**config.mk**
```make
export PLATFORM = sky130hd
export DESIGN_NAME = my_keypad_scan
export DESIGN_NICKNAME = d
export VERILOG_FILES = /design/src/rtl/my_keypad_scan.sv
export SDC_FILE = /design/constraint.sdc
export NUM_CORES = 1
export LEC_CHECK = 0
export CAP_MARGIN = 0
export CORE_UTILIZATION = 45
export CTS_BUF_LIST = sky130_fd_sc_hd__clkbuf_4 sky130_fd_sc_hd__clkbuf_8
export CTS_CLUSTER_DIAMETER = 80
export DETAILED_ROUTE_END_ITERATION = 8
export HOLD_SLACK_MARGIN = 0.06
export PLACE_DENSITY = 0.61
export SYNTH_ARGS = -nofsm -noshare
export SYNTH_HDL_FRONTEND = slang
export SYNTH_SLANG_ARGS = --single-unit
```
**constraint.sdc**
```tcl
create_clock -name clk -period 24.1 [get_ports clk]
set_clock_uncertainty 0.2 [all_clocks]
set_input_delay 4.82 -clock clk [delete_from_list [all_inputs] [get_ports clk]]
set_output_delay 4.82 -clock clk [all_outputs]
set_load 0.02 [all_outputs]
```
**src/rtl/my_keypad_scan.sv**
```systemverilog
// 4x4 matrix keypad scanner: walks one active-low column at a time, samples the
// synchronized rows and debounces whole sweeps into one accepted hex key.
module my_keypad_scan #(
    parameter int SCAN_W = 10,
    parameter int DEB    = 4
) (
    input  logic       clk,
    input  logic       rst,
    input  logic       en,
    input  logic [3:0] row_n,
    output logic [3:0] col_n,
    output logic [3:0] key,
    output logic       key_down,
    output logic       key_valid,
    output logic       key_release
);

    localparam logic [1:0] ST_IDLE     = 2'd0;
    localparam logic [1:0] ST_PRESS_DB = 2'd1;
    localparam logic [1:0] ST_HELD     = 2'd2;
    localparam logic [1:0] ST_REL_DB   = 2'd3;

    localparam int                DCNT_W = $clog2(DEB + 1);
    localparam logic [DCNT_W-1:0] DEB_C  = DCNT_W'(DEB);
    localparam logic [DCNT_W-1:0] ONE_C  = DCNT_W'(1);

    logic [3:0]        row_s1_q, row_s2_q;
    logic [SCAN_W-1:0] cnt_q, cnt_d;
    logic [1:0]        c_q, c_d;
    logic [3:0]        col_n_q, col_n_d;
    logic [3:0]        samp_q [4];
    logic [1:0]        state_q, state_d;
    logic [DCNT_W-1:0] dcnt_q, dcnt_d, dcnt_inc;
    logic [3:0]        cand_q, cand_d;
    logic [3:0]        key_q, key_d;
    logic              down_q, down_d;
    logic              valid_q, valid_d;
    logic              rel_q, rel_d;

    logic              sample_now, sweep_done;
    logic [15:0]       keys_low;
    logic [4:0]        hits;
    logic              snap_valid;
    logic [3:0]        snap_code;
    logic              cand_match, key_match;

    // Column advances on the edge that takes the last sample of the current column.
    always_comb begin
        sample_now = &cnt_q;
        sweep_done = sample_now && (c_q == 2'd3);
        cnt_d      = cnt_q + SCAN_W'(1);
        c_d        = sample_now ? c_q + 2'd1 : c_q;
        col_n_d    = ~(4'b0001 << c_d);
    end

    // Column 3 is still being sampled in the completing cycle, so it comes straight from the synchronizer.
    always_comb begin
        // NOTE: every combinational output gets a default first so no path can infer a latch.
        keys_low  = '0;
        hits      = '0;
        snap_code = '0;
        for (int c = 0; c < 4; c++) begin
            for (int r = 0; r < 4; r++) begin
                keys_low[r*4 + c] = (c == 3) ? ~row_s2_q[r] : ~samp_q[c][r];
            end
        end
        for (int i = 0; i < 16; i++) begin
            if (keys_low[i]) begin
                hits      = hits + 5'd1;
                snap_code = 4'(i);
            end
        end
        snap_valid = (hits == 5'd1);
        cand_match = snap_valid && (snap_code == cand_q);
        key_match  = snap_valid && (snap_code == key_q);
    end

    always_comb begin
        state_d  = state_q;
        dcnt_d   = dcnt_q;
        dcnt_inc = dcnt_q + ONE_C;
        cand_d   = cand_q;
        key_d    = key_q;
        down_d   = down_q;
        valid_d  = 1'b0;
        rel_d    = 1'b0;
        if (sweep_done) begin
            case (state_q)
                ST_IDLE: begin
                    if (snap_valid) begin
                        cand_d = snap_code;
                        dcnt_d = ONE_C;
                        if (ONE_C == DEB_C) begin
                            state_d = ST_HELD;
                            key_d   = snap_code;
                            down_d  = 1'b1;
                            valid_d = 1'b1;
                        end else begin
                            state_d = ST_PRESS_DB;
                        end
                    end
                end
                ST_PRESS_DB: begin
                    if (cand_match) begin
                        dcnt_d = dcnt_inc;
                        if (dcnt_inc == DEB_C) begin
                            state_d = ST_HELD;
                            key_d   = cand_q;
                            down_d  = 1'b1;
                            valid_d = 1'b1;
                        end
                    end else begin
                        state_d = ST_IDLE;
                        dcnt_d  = '0;
                    end
                end
                ST_HELD: begin
                    if (!key_match) begin
                        dcnt_d = ONE_C;
                        if (ONE_C == DEB_C) begin
                            state_d = ST_IDLE;
                            down_d  = 1'b0;
                            rel_d   = 1'b1;
                        end else begin
                            state_d = ST_REL_DB;
                        end
                    end
                end
                ST_REL_DB: begin
                    if (key_match) begin
                        state_d = ST_HELD;
                    end else begin
                        dcnt_d = dcnt_inc;
                        if (dcnt_inc == DEB_C) begin
                            state_d = ST_IDLE;
                            down_d  = 1'b0;
                            rel_d   = 1'b1;
                        end
                    end
                end
                default: state_d = ST_IDLE;
            endcase
        end
    end

    // NOTE: registers take non-blocking assignments so every flop samples pre-edge values.
    always_ff @(posedge clk) begin
        if (rst) begin
            row_s1_q <= 4'hF;
            row_s2_q <= 4'hF;
            cnt_q    <= '0;
            c_q      <= '0;
            col_n_q  <= 4'hE;
            // NOTE: the sample store is only four nibbles, so it is reset outright like any register.
            for (int i = 0; i < 4; i++) samp_q[i] <= 4'hF;
            state_q  <= ST_IDLE;
            dcnt_q   <= '0;
            cand_q   <= '0;
            key_q    <= '0;
            down_q   <= 1'b0;
            valid_q  <= 1'b0;
            rel_q    <= 1'b0;
        end else begin
            row_s1_q <= row_n;
            row_s2_q <= row_s1_q;
            if (!en) begin
                cnt_q   <= '0;
                c_q     <= '0;
                col_n_q <= 4'hF;
                state_q <= ST_IDLE;
                dcnt_q  <= '0;
                down_q  <= 1'b0;
                valid_q <= 1'b0;
                rel_q   <= 1'b0;
            end else begin
                cnt_q   <= cnt_d;
                c_q     <= c_d;
                col_n_q <= col_n_d;
                if (sample_now) samp_q[c_q] <= row_s2_q;
                state_q <= state_d;
                dcnt_q  <= dcnt_d;
                cand_q  <= cand_d;
                key_q   <= key_d;
                down_q  <= down_d;
                valid_q <= valid_d;
                rel_q   <= rel_d;
            end
        end
    end

    assign col_n       = col_n_q;
    assign key         = key_q;
    assign key_down    = down_q;
    assign key_valid   = valid_q;
    assign key_release = rel_q;

endmodule

```
Yosys cells after proc, flatten, opt, wreduce, memory -nomap -nowiden. Memories as Yosys holds them, arrays and structs flattened. Cells that the tools add are included.

Add/subtract/negate cells: 18. Eq/ne operators: 16. Shift operators: 1. Muxes and demuxes: 60. Bitwise operators: 6. Reduce and logical (&&, ||, !) cells: 15.

Operators by type and width (count): adder 5 x 1 -> 5 bit (second input constant) (15); two-way mux 5 bit (15); two-way mux 4 bit (15); two-way mux 2 bit (8); two-way mux 1 bit (15); two-way mux 3 bit (4); inequality test 2 bit (second input constant) (6); case mux 3 bit (4 select lines) (1); adder 10 x 1 -> 10 bit (second input constant) (1); AND reduction 10 bit (1); AND reduction 5 bit (2); OR reduction 5 bit (2); == test 4 bit (2); case mux 2 bit (4 select lines) (1); AND reduction 4 bit (2); == test 2 bit (second input constant) (3); inequality test 3 bit (second input constant) (2); AND reduction 6 bit (1); == test 5 x 1 -> 1 bit (second input constant) (1); NOT 1 bit (5); NOT 4 bit (1); OR reduction 4 bit (1); << shifter 1 x 2 -> 4 bit (first input constant) (1); adder 3 x 1 -> 3 bit (second input constant) (1); other kinds (8) (10).

Bits in registers: 40. RAM bits: 16. Output and inout bits: 11. Memories kept: 1.

Memory list: samp_q (words 4, bits a word 4, read ports 3, clocked after Yosys merged registers in 0, wr ports 4, RTL line 31) `logic [3:0] samp_q [4];`.

Longest topological paths before layout. Gate-level depths: netlist of run 1. An unclocked memory read counts as a cell.

Word-level depth: 36. Mapped depth: 52.

Worst setup path before layout of run 1. Ideal clock, no wire load.

Kind: register to register. Start: memory samp_q[1][0]. End: register dcnt_q[2]. Setup time: 116 ps. Arrival time: 9364 ps. Data required time: 23784 ps. Setup slack: 14420 ps. Cell stages (with the launch flop): 51. Path buffers: 0. Clock period less this slack: 9680 ps. Path through: edfxtp_1 > inv_1 > ha_1 > xnor2_1 > ha_1 > nand2b_1 > nand2_1 > ha_1 > nand2b_1 > nand2_1 > ha_1 > nor2_1 > a31o_2 > o31ai_1 > ha_1 > nor2_1 > a21oi_1 > ha_1 > [... 15 more ...] > a221oi_1 > nand2_1 > ha_1 > nor2_1 > a31oi_1 > ha_1 > mux2_2 > ha_1 > mux2_2 > ha_1 > nor4_1 > a31oi_1 > a31oi_1 > inv_1 > or3_1 > o2111ai_1 > a311oi_1 > a31o_2.

RTL lines: start: declaration (RTL line 31); end signal: assignment (RTL line 181) `dcnt_q <= dcnt_d;`; end: declaration (RTL line 33) `logic [DCNT_W-1:0] dcnt_q, dcnt_d, dcnt_inc;`.

==> impl_metrics.yaml, run 1 <==
cells_and_area:
  fillers: 880
  drive_gt1_share_pct: 9.37
  layout.cells.non_filler: 599
  nNetsFinal: 516
  fin_util_pct: 50.7
  multiInputGateArea_mm2: 0.00282
  stdcell_area_mm2: 0.00449
  diodes: 0
  regArea_mm2: 0.00116
  area_growth_pct: 7.88
synth:
  netlist_top_cells_count: "nand2_1, dfxtp_1, nor2_1, xnor2_1"
  ys_seq_area_share_pct: 27.9
  synthFlopType: "dfxtp_1"
  synth_nets: 514
  async_flop_share_pct: 0
  synth_edf_count: 12
  syn_inst: 488
  yosys-top-cells-area: "dfxtp_1, edfxtp_1, ha_1"
  synth_top_family_by_area: "simple AND/OR/NAND/NOR gates"
  synth_most_common_cell: "nand2_1"
  ys_types: 73
  synthMuxAreaShare_pct: 2.25
  synth_top_area_cell: "dfxtp_1"
  synth_xor_area_share_pct: 15.2
  netlist.area_leader.share_pct: 19.2
  yosys.area_share.simple_pct: 26.0
  synthAdderAreaFrac_pct: 5.71
  synth_area_per_cell_um2: 8.53
  synth_compound_area_share_pct: 18.5
  syn_area_mm2: 0.00416
  yosys_register_bits: 52
  yosys_warnings: 0
min_path:
  hold_path_end: "row_s2_q[3]$_SDFF_PP1_"
  min_path_type: "reg2reg"
  hold_depth: 1
  min-delay-start: "row_s1_q[3]$_SDFF_PP1_"
global_routing:
  grt_max_degree: 27
  track_usage_pct: 18.7
  grt_use_met3_pct: 2.00
  grt_pass1_vias: 3216
  grt_pass1_wl_mm: 14.9
  antenna_found_initial: 0
  busiest_layer: "met2"
  overflow: 0
  grtUsageMet2_pct: 31.7
  gr-usage-met1_pct: 25.1
clock_network:
  clk_pin_slew_ps: 100
  cts_resized: 0
  cts_buffers: 5
  h-tree-depth: 2
  numClockSinks: 52
  clk_latency_ps: 310
  cts_tree: "yes"
  hold_buffers: 0
  cts_setup_buffers: 0
  cts_buffer_depth: 2
  cts_root_buf: "clkbuf_8"
placement:
  gp_congestion: 0.811
  place_hpwl_mm: 6.54
  placedCellCount: 591
  port_buffers: 17
  dpl_cell_area_mm2: 0.00438
route:
  detail-route-antenna-nets: 0
  avgViaCountPerCell: 5.62
  drt-total-wl_mm: 8.43
  vias: 3365
  avgRoutedWirePerCell_um: 14.1
  drc_errors: 0
  drt_pass1_iterations: 4
  drt_iter0_drc: 112
sta:
  max_freq_mhz: 94.8
  rsz0062_at_grt: "no"
  timing.hold.ws_ps: 213
  max_slew_margin_pct: 47.2
  max_slew.worst_pin.slew_ps: 792
  hold_viol: 0
  finalCritPeriodShare_pct: 43.8
  fin_crit_ps: 10550
  tns_ps: 0
  slew_viol_final: 0
  setup_viol: 0
power_and_ir_drop:
  p_per_area_mw_per_mm2: 40.4
  irDropWorstVdd_v: 0.0000368
  cellLeakagePower_nw: 1.74
worst_setup_path:
  path_max_fanout: 5
  r2r_end: "dcnt_q[2]$_SDFFE_PP0P_"
  crit_required_ps: 24110
  cp_common_cell: "ha_1"
  startpoint_type: "flip-flop"
  timing.rr.start: "samp_q[1][0]$_SDFFCE_PN1P_"
  worstPathArrival_ps: 10550
  ff2ff_setup_slack_ps: 13550
  cp_slowest_stage_delay_ps: 390
  path_class: "reg2reg"
  crit_path_end_kind: "flip-flop"
  r2r_cells: 50
  slowest_stage: "edfxtp_1"
floorplanning:
  core-area_mm2: 0.00885
  die_h_um: 98.2
  row_count: 34
  die_w_um: 98.2
  io_pins: 18
  die-area_mm2: 0.00964
  start_util_pct: 47.0
job:
  cap_viol_max_count: 0
outcome:
  status: "complete, no violations"
state kept, by name, indices dropped and copies added (netlist names):
| register | count |
|---|---|
| key_valid | 1 |
| cnt_q | 10 |
| row_s1_q | 4 |
| samp_q | 12 |
| c_q | 2 |
| cand_q | 4 |
| key_down | 1 |
| key | 4 |
| row_s2_q | 4 |
| col_n | 4 |
| dcnt_q | 3 |
| state_q | 2 |
| key_release | 1 |
worst max-delay path: cells and delay by family (launching register included):
kind	cells	cell delay [ps]
buffers and inverters	3	300
and+or+nand+nor	16	1930
DFF	1	390
muxes	2	540
adders and majority gates	14	4010
xor gates and xnor gates	1	230
AOI/OAI and AO/OA	14	2850
power by group:
group          switching, W  internal [W]  leakage (nW)
combinational     0.0000162     0.0000131          1.26
clock             0.0000295     0.0000315        0.0600
sequential       0.00000131     0.0000899         0.412
cell families (layout without fill, tap and decap cells):
| family | Yosys count | after routing |
|---|---|---|
| AOI/OAI and AO/OA | 105 | 105 |
| muxes | 9 | 9 |
| and+or+nand+nor | 201 | 201 |
| DFF | 52 | 52 |
| adders and majority gates | 19 | 19 |
| xor gates and xnor gates | 56 | 56 |
| buffers and inverters | 46 | 49 |
metrics by stage:
step | power [W] | worst slack (ps)
after global placement | 0.000122 | 13760
after floorplan | 0.000116 | 14420
after global routing | 0.000191 | 12730
final | 0.000182 | 13550
after CTS | 0.000184 | 13500
after detailed placement | 0.000123 | 13550
layer usage:
layer,vias up,routed length (um)
met5,-,0
met4,0,100
met3,8,173
met2,48,3880
met1,1560,4270
li1,1749,-
how the worst max path moves through the flow:
stage,from,to,slack (ps),cells after the start
6_report,samp_q[1][0]$_SDFFCE_PN1P_,dcnt_q[2]$_SDFFE_PP0P_,13550,50
3_5_place_dp,samp_q[1][0]$_SDFFCE_PN1P_,dcnt_q[2]$_SDFFE_PP0P_,13550,50
5_1_grt,samp_q[1][0]$_SDFFCE_PN1P_,dcnt_q[2]$_SDFFE_PP0P_,12730,50
4_1_cts,samp_q[1][0]$_SDFFCE_PN1P_,dcnt_q[2]$_SDFFE_PP0P_,13500,50
2_1_floorplan,samp_q[1][0]$_SDFFCE_PN1P_,dcnt_q[2]$_SDFFE_PP0P_,14420,50
3_3_place_gp,samp_q[1][0]$_SDFFCE_PN1P_,dcnt_q[2]$_SDFFE_PP0P_,13760,50
cell type report:
cell class | count | share of cell area, %
Sequential cell | 52 | 25.9
Multi-Input combinational cell | 390 | 62.8
Clock inverter | 3 | 1.03
Inverter | 24 | 2.01
Clock buffer | 5 | 1.53
Timing Repair Buffer | 17 | 3.79
Tap cell | 108 | 3.01
cells in the final DEF (no fill, tap or decap), types with 17 or more instances in the layout:
cell             netlist  routed
xor2_1                17      17
clkdlybuf4s50_1        0      17
dfxtp_1               40      40
xnor2_1               27      27
nand2_1               45      45
o21ai_0               19      19
a21oi_1               17      17
nand2b_1              24      24
nor2b_1               17      17
inv_1                 24      24
ha_1                  19      19
nor2_1                30      30
Note: power is estimated with default switching activity, not from simulation.
==> run 2, diff against run 1 <==
- clock period: 24.1 -> 10.9 ns (I/O delays scaled with it)
==> run 2 against run 1 <==
Effect of this change:
- core utilization grew 0.65 points
- die area is the same
- non-clock buffer count grew 4
- hold slack gained 3.2 ps
- largest cell class unchanged
==> impl_metrics.yaml, run 2 (synthesized netlist as in run 1, its figures left out) <==
job:
  cap_viol_max_count: 0
clock_network:
  clk_latency_ps: 310
  cts_tree: "yes"
  numClockSinks: 52
  cts_buffers: 5
  hold_buffers: 0
  h-tree-depth: 2
  cts_buffer_depth: 2
  clk_pin_slew_ps: 100
  cts_root_buf: "clkbuf_8"
worst_setup_path:
  path_class: "reg2reg"
  crit_required_ps: 10910
  path_max_fanout: 5
  startpoint_type: "flip-flop"
  cp_slowest_stage_delay_ps: 400
  slowest_stage: "edfxtp_1"
  worstPathArrival_ps: 10240
  ff2ff_setup_slack_ps: 670
  r2r_end: "dcnt_q[2]$_SDFFE_PP0P_"
  r2r_cells: 50
  timing.rr.start: "samp_q[1][0]$_SDFFCE_PN1P_"
  crit_path_end_kind: "flip-flop"
  cp_common_cell: "ha_1"
cells_and_area:
  largest_reg_flops: 12
  fin_util_pct: 51.4
  drive_gt1_share_pct: 12.1
  fillers: 870
  largestRegisters: "samp_q: 12 flops, cnt_q: 10 flops"
  nNetsFinal: 520
  layout_common_cells: "nand2_1, dfxtp_1, nor2_1"
  diodes: 0
  regMostFlops: "samp_q"
  final_common_cell: "nand2_1"
  stdcell_area_mm2: 0.00455
  area_growth_pct: 9.26
global_routing:
  grt_pass1_vias: 3122
  antenna_found_initial: 0
  grtUsageMet2_pct: 31.1
  busiest_layer: "met2"
  overflow: 0
  grt_pass1_wl_mm: 14.9
  grt_max_degree: 27
  track_usage_pct: 18.6
  grt_use_met3_pct: 2.15
  gr-usage-met1_pct: 25.3
floorplanning:
  die-area_mm2: 0.00964
  die_h_um: 98.2
  start_util_pct: 47.0
  row_count: 34
  core-area_mm2: 0.00885
  die_w_um: 98.2
  io_pins: 18
sta:
  slew_viol_final: 0
  finalCritPeriodShare_pct: 93.8
  setup_viol: 0
  fin_crit_ps: 10230
  hold_viol: 0
  tns_ps: 0
  max_slew.worst_pin.slew_ps: 809
  timing.hold.ws_ps: 216
  max_slew_margin_pct: 46.1
  max_freq_mhz: 97.8
power_and_ir_drop:
  cellLeakagePower_nw: 1.75
  p_seq_share_pct: 52.2
  p_int_w: 0.000278
  clkPwrFrac_pct: 29.7
  switching_share_pct: 28.1
  netSwitchingPower_w: 0.000109
  irDropWorstVdd_v: 0.0000844
  p_per_area_mw_per_mm2: 85.0
  finalPower_w: 0.000387
  pwr-share-comb_pct: 18.1
min_path:
  hold_path_end: "row_s2_q[3]$_SDFF_PP1_"
  min_path_type: "reg2reg"
  min-delay-start: "row_s1_q[3]$_SDFF_PP1_"
  hold_depth: 1
route:
  drc_errors: 0
  vias: 3368
  drt_iter0_drc: 93
  detail-route-antenna-nets: 0
  drt-total-wl_mm: 8.53
  drt_pass1_iterations: 4
  avgViaCountPerCell: 5.59
  avgRoutedWirePerCell_um: 14.1
placement:
  port_buffers: 17
  place_hpwl_mm: 6.55
  dpl_cell_area_mm2: 0.00438
  gp_congestion: 0.810
outcome:
  status: "complete, no violations"
==> run 2: cell types whose count changed in the layout (fill, tap and decap cells not counted), sizes merged <==
cell,before,now
buf,0,4
clkinvlp,0,2
clkinv,1,0
bufinv,1,0
==> run 2: metrics by stage <==
step	cells	setup slack [ps]
after global routing	603	-49.6
final	603	671
after global placement	591	479
after detailed placement	591	254
after floorplan	488	1220
after CTS	599	227
==> run 2: power by group through the flow <==
stage	Sequential (W)	Combinational (W)	Clock [W]
after CTS	0.000202	0.0000657	0.000120
after detailed placement	0.000206	0.0000653	0
after global placement	0.000206	0.0000634	0
after global routing	0.000202	0.0000784	0.000127
after floorplan	0.000205	0.0000530	0
final	0.000202	0.0000702	0.000115
==> run 2: critical path: cells and delay by family, from the launching register on <==
kind | cells | cell delay, ps
compound gates | 14 | 2590
xor+xnor | 1 | 170
fa+ha+maj | 14 | 4060
buf+inv | 3 | 240
flops | 1 | 400
mux | 2 | 550
simple gates | 16 | 1930
==> run 2: what timing repair did <==
item | CTS | global route
gates resized for setup | 0 | 11
endpoints found under the setup margin | 0 | 16
setup buffers | 0 | 4
==> run 2: how the worst max path moves through the flow <==
stage,from,endpoint,cells after the start
after global routing,samp_q[1][0]$_SDFFCE_PN1P_,dcnt_q[2]$_SDFFE_PP0P_,50
final,samp_q[1][0]$_SDFFCE_PN1P_,dcnt_q[2]$_SDFFE_PP0P_,50
after floorplan,samp_q[1][0]$_SDFFCE_PN1P_,dcnt_q[2]$_SDFFE_PP0P_,50
after CTS,samp_q[1][0]$_SDFFCE_PN1P_,dcnt_q[2]$_SDFFE_PP0P_,50
after global placement,samp_q[1][0]$_SDFFCE_PN1P_,dcnt_q[2]$_SDFFE_PP0P_,50
after detailed placement,samp_q[1][0]$_SDFFCE_PN1P_,dcnt_q[2]$_SDFFE_PP0P_,50
==> run 2: routing by layer <==
layer / part of all wire, % / up-vias
met2: 46 / 45
met5: 0 / -
met1: 51 / 1555
met3: 2.4 / 9
li1: - / 1759
met4: 1.3 / 0
==> run 2: layout make-up <==
class / count / area (um^2) / area share (%)
repair buffers: 21 / 200 / 4.40
inverters: 24 / 90.1 / 1.98
clock inverters: 3 / 26.3 / 0.578
well taps: 108 / 135 / 2.97
multi-input cells: 390 / 2870 / 63.0
flip-flops and latches: 52 / 1160 / 25.5
clock buffers: 5 / 68.8 / 1.51
==> run 3, diff against run 2 <==
- DONT_BUFFER_PORTS: not set -> 1
- PLACE_DENSITY: 0.61 -> 0.59
==> run 3 against run 2 <==
Effect of this change:
- global-route usage fell by 0.44 points
- sequential power about the same
- non-clock buffer count down 18
- hold slack improved by 1.4 ps
- register-to-register slack improved by 50 ps
- cell count decreased by 3.0%
- critical endpoint unchanged
- largest cell class unchanged
- highest routed layer unchanged
==> impl_metrics.yaml, run 3 (synthesized netlist as in run 1, its figures left out) <==
global_routing:
  grt_pass1_wl_mm: 14.5
  grt_pass1_vias: 3159
  antenna_found_initial: 0
  overflow: 0
  track_usage_pct: 18.2
  grt_max_degree: 27
worst_setup_path:
  path_max_fanout: 5
  path_class: "reg2reg"
  slowest_stage: "edfxtp_1"
  cp_common_cell: "ha_1"
  worstPathArrival_ps: 10190
  startpoint_type: "flip-flop"
  crit_required_ps: 10910
  cp_slowest_stage_delay_ps: 420
  crit_path_end_kind: "flip-flop"
clock_network:
  cts_buffer_depth: 2
  cts_root_buf: "clkbuf_8"
  clk_pin_slew_ps: 100
  cts_buffers: 5
  clk_latency_ps: 310
  numClockSinks: 52
  h-tree-depth: 2
  cts_tree: "yes"
  hold_buffers: 0
cells_and_area:
  largestRegisters: "samp_q: 12 flops, cnt_q: 10 flops"
  area_growth_pct: 5.26
  nNetsFinal: 502
  final_common_cell: "nand2_1"
  largest_reg_flops: 12
  drive_gt1_share_pct: 12.8
  fillers: 872
  layout_common_cells: "nand2_1, dfxtp_1, nor2_1"
  regMostFlops: "samp_q"
  diodes: 0
floorplanning:
  die_h_um: 98.2
  row_count: 34
  io_pins: 18
  start_util_pct: 47.0
  die_w_um: 98.2
  core-area_mm2: 0.00885
  die-area_mm2: 0.00964
route:
  drt_iter0_drc: 84
  avgViaCountPerCell: 5.69
  avgRoutedWirePerCell_um: 14.4
  vias: 3331
  drc_errors: 0
  drt-total-wl_mm: 8.40
  drt_pass1_iterations: 4
  detail-route-antenna-nets: 0
sta:
  fin_crit_ps: 10180
  finalCritPeriodShare_pct: 93.4
  rsz0062_at_grt: "no"
  tns_ps: 0
  setup_viol: 0
  max_slew_margin_pct: 48.3
  slew_viol_final: 0
  max_slew.worst_pin.slew_ps: 776
  max_freq_mhz: 98.2
  hold_viol: 0
  timing.hold.ws_ps: 217
power_and_ir_drop:
  p_int_w: 0.000276
  pwr-share-comb_pct: 17.4
  cellLeakagePower_nw: 1.69
  p_per_area_mw_per_mm2: 86.8
  netSwitchingPower_w: 0.000104
  irDropWorstVdd_v: 0.000126
  p_seq_share_pct: 53.1
  clkPwrFrac_pct: 29.5
  switching_share_pct: 27.5
min_path:
  min_path_type: "reg2reg"
placement:
  gp_congestion: 0.755
  place_hpwl_mm: 6.52
  port_buffers: 0
outcome:
  status: "complete, no violations"
job:
  cap_viol_max_count: 0
## run 3: worst paths after layout
check                                         endpoint                  startpoint  slack [ps]  cells after the start
worst max-delay path            dcnt_q[2]$_SDFFE_PP0P_  samp_q[1][0]$_SDFFCE_PN1P_         720                     50
worst max register to register  dcnt_q[2]$_SDFFE_PP0P_  samp_q[1][0]$_SDFFCE_PN1P_         720                     50
worst min register to register  row_s2_q[0]$_SDFF_PP1_      row_s1_q[0]$_SDFF_PP1_         220                      1
worst min-delay path            row_s2_q[0]$_SDFF_PP1_      row_s1_q[0]$_SDFF_PP1_         220                      1
## run 3: what timing repair did
action / 4_1_cts / 5_1_grt
buffers inserted: 0 / 3
resized for setup: 0 / 13
endpoints found under the setup margin: 0 / 16
## run 3: through the flow
| step | cell area, um^2 | total power [W] | setup WS, ps | instances | utilization [%] |
|---|---|---|---|---|---|
| floorplan | 4160 | 0.000258 | 1220 | 488 | - |
| global placement | 4210 | 0.000266 | 371 | 574 | 47.5 |
| detailed placement | 4210 | 0.000268 | 197 | 574 | 47.5 |
| CTS | 4300 | 0.000380 | 134 | 582 | 48.6 |
| global route | 4380 | 0.000400 | 26.5 | 585 | 49.5 |
| finish | 4380 | 0.000380 | 718 | 585 | 49.5 |
## run 3: power groups by stage
stage	clock network (W)	logic, W	registers, W
floorplan	0	0.0000530	0.000205
global placement	0	0.0000600	0.000206
detailed placement	0	0.0000612	0.000206
CTS	0.000116	0.0000616	0.000202
global route	0.000123	0.0000749	0.000203
finish	0.000112	0.0000660	0.000202
## run 3: critical path, delay by kind of cell, from the launching register on
kind	cells	cell delay, ps
flops	1	420
simple gates	16	1960
xor+xnor	1	150
fa+ha+maj	14	3980
compound gates	14	2560
buf+inv	3	240
mux	2	540
## run 3: final cells by class
class | count | area [um^2] | share of cell area (%)
clock inverter | 3 | 25.0 | 0.571
tap | 108 | 135 | 3.08
sequential | 52 | 1160 | 26.5
multi-input combinational | 390 | 2880 | 65.7
clock buffer | 5 | 68.8 | 1.57
timing repair buffer | 3 | 22.5 | 0.514
inverter | 24 | 90.1 | 2.06
## run 3: layer usage
metal | vias up | wire length (um) | GRT usage, %
li1 | 1724 | - | -
met1 | 1563 | 4200 | 23.8
met5 | - | 0 | 0
met3 | 8 | 143 | 1.72
met2 | 36 | 3970 | 32.2
met4 | 0 | 88 | 4.59
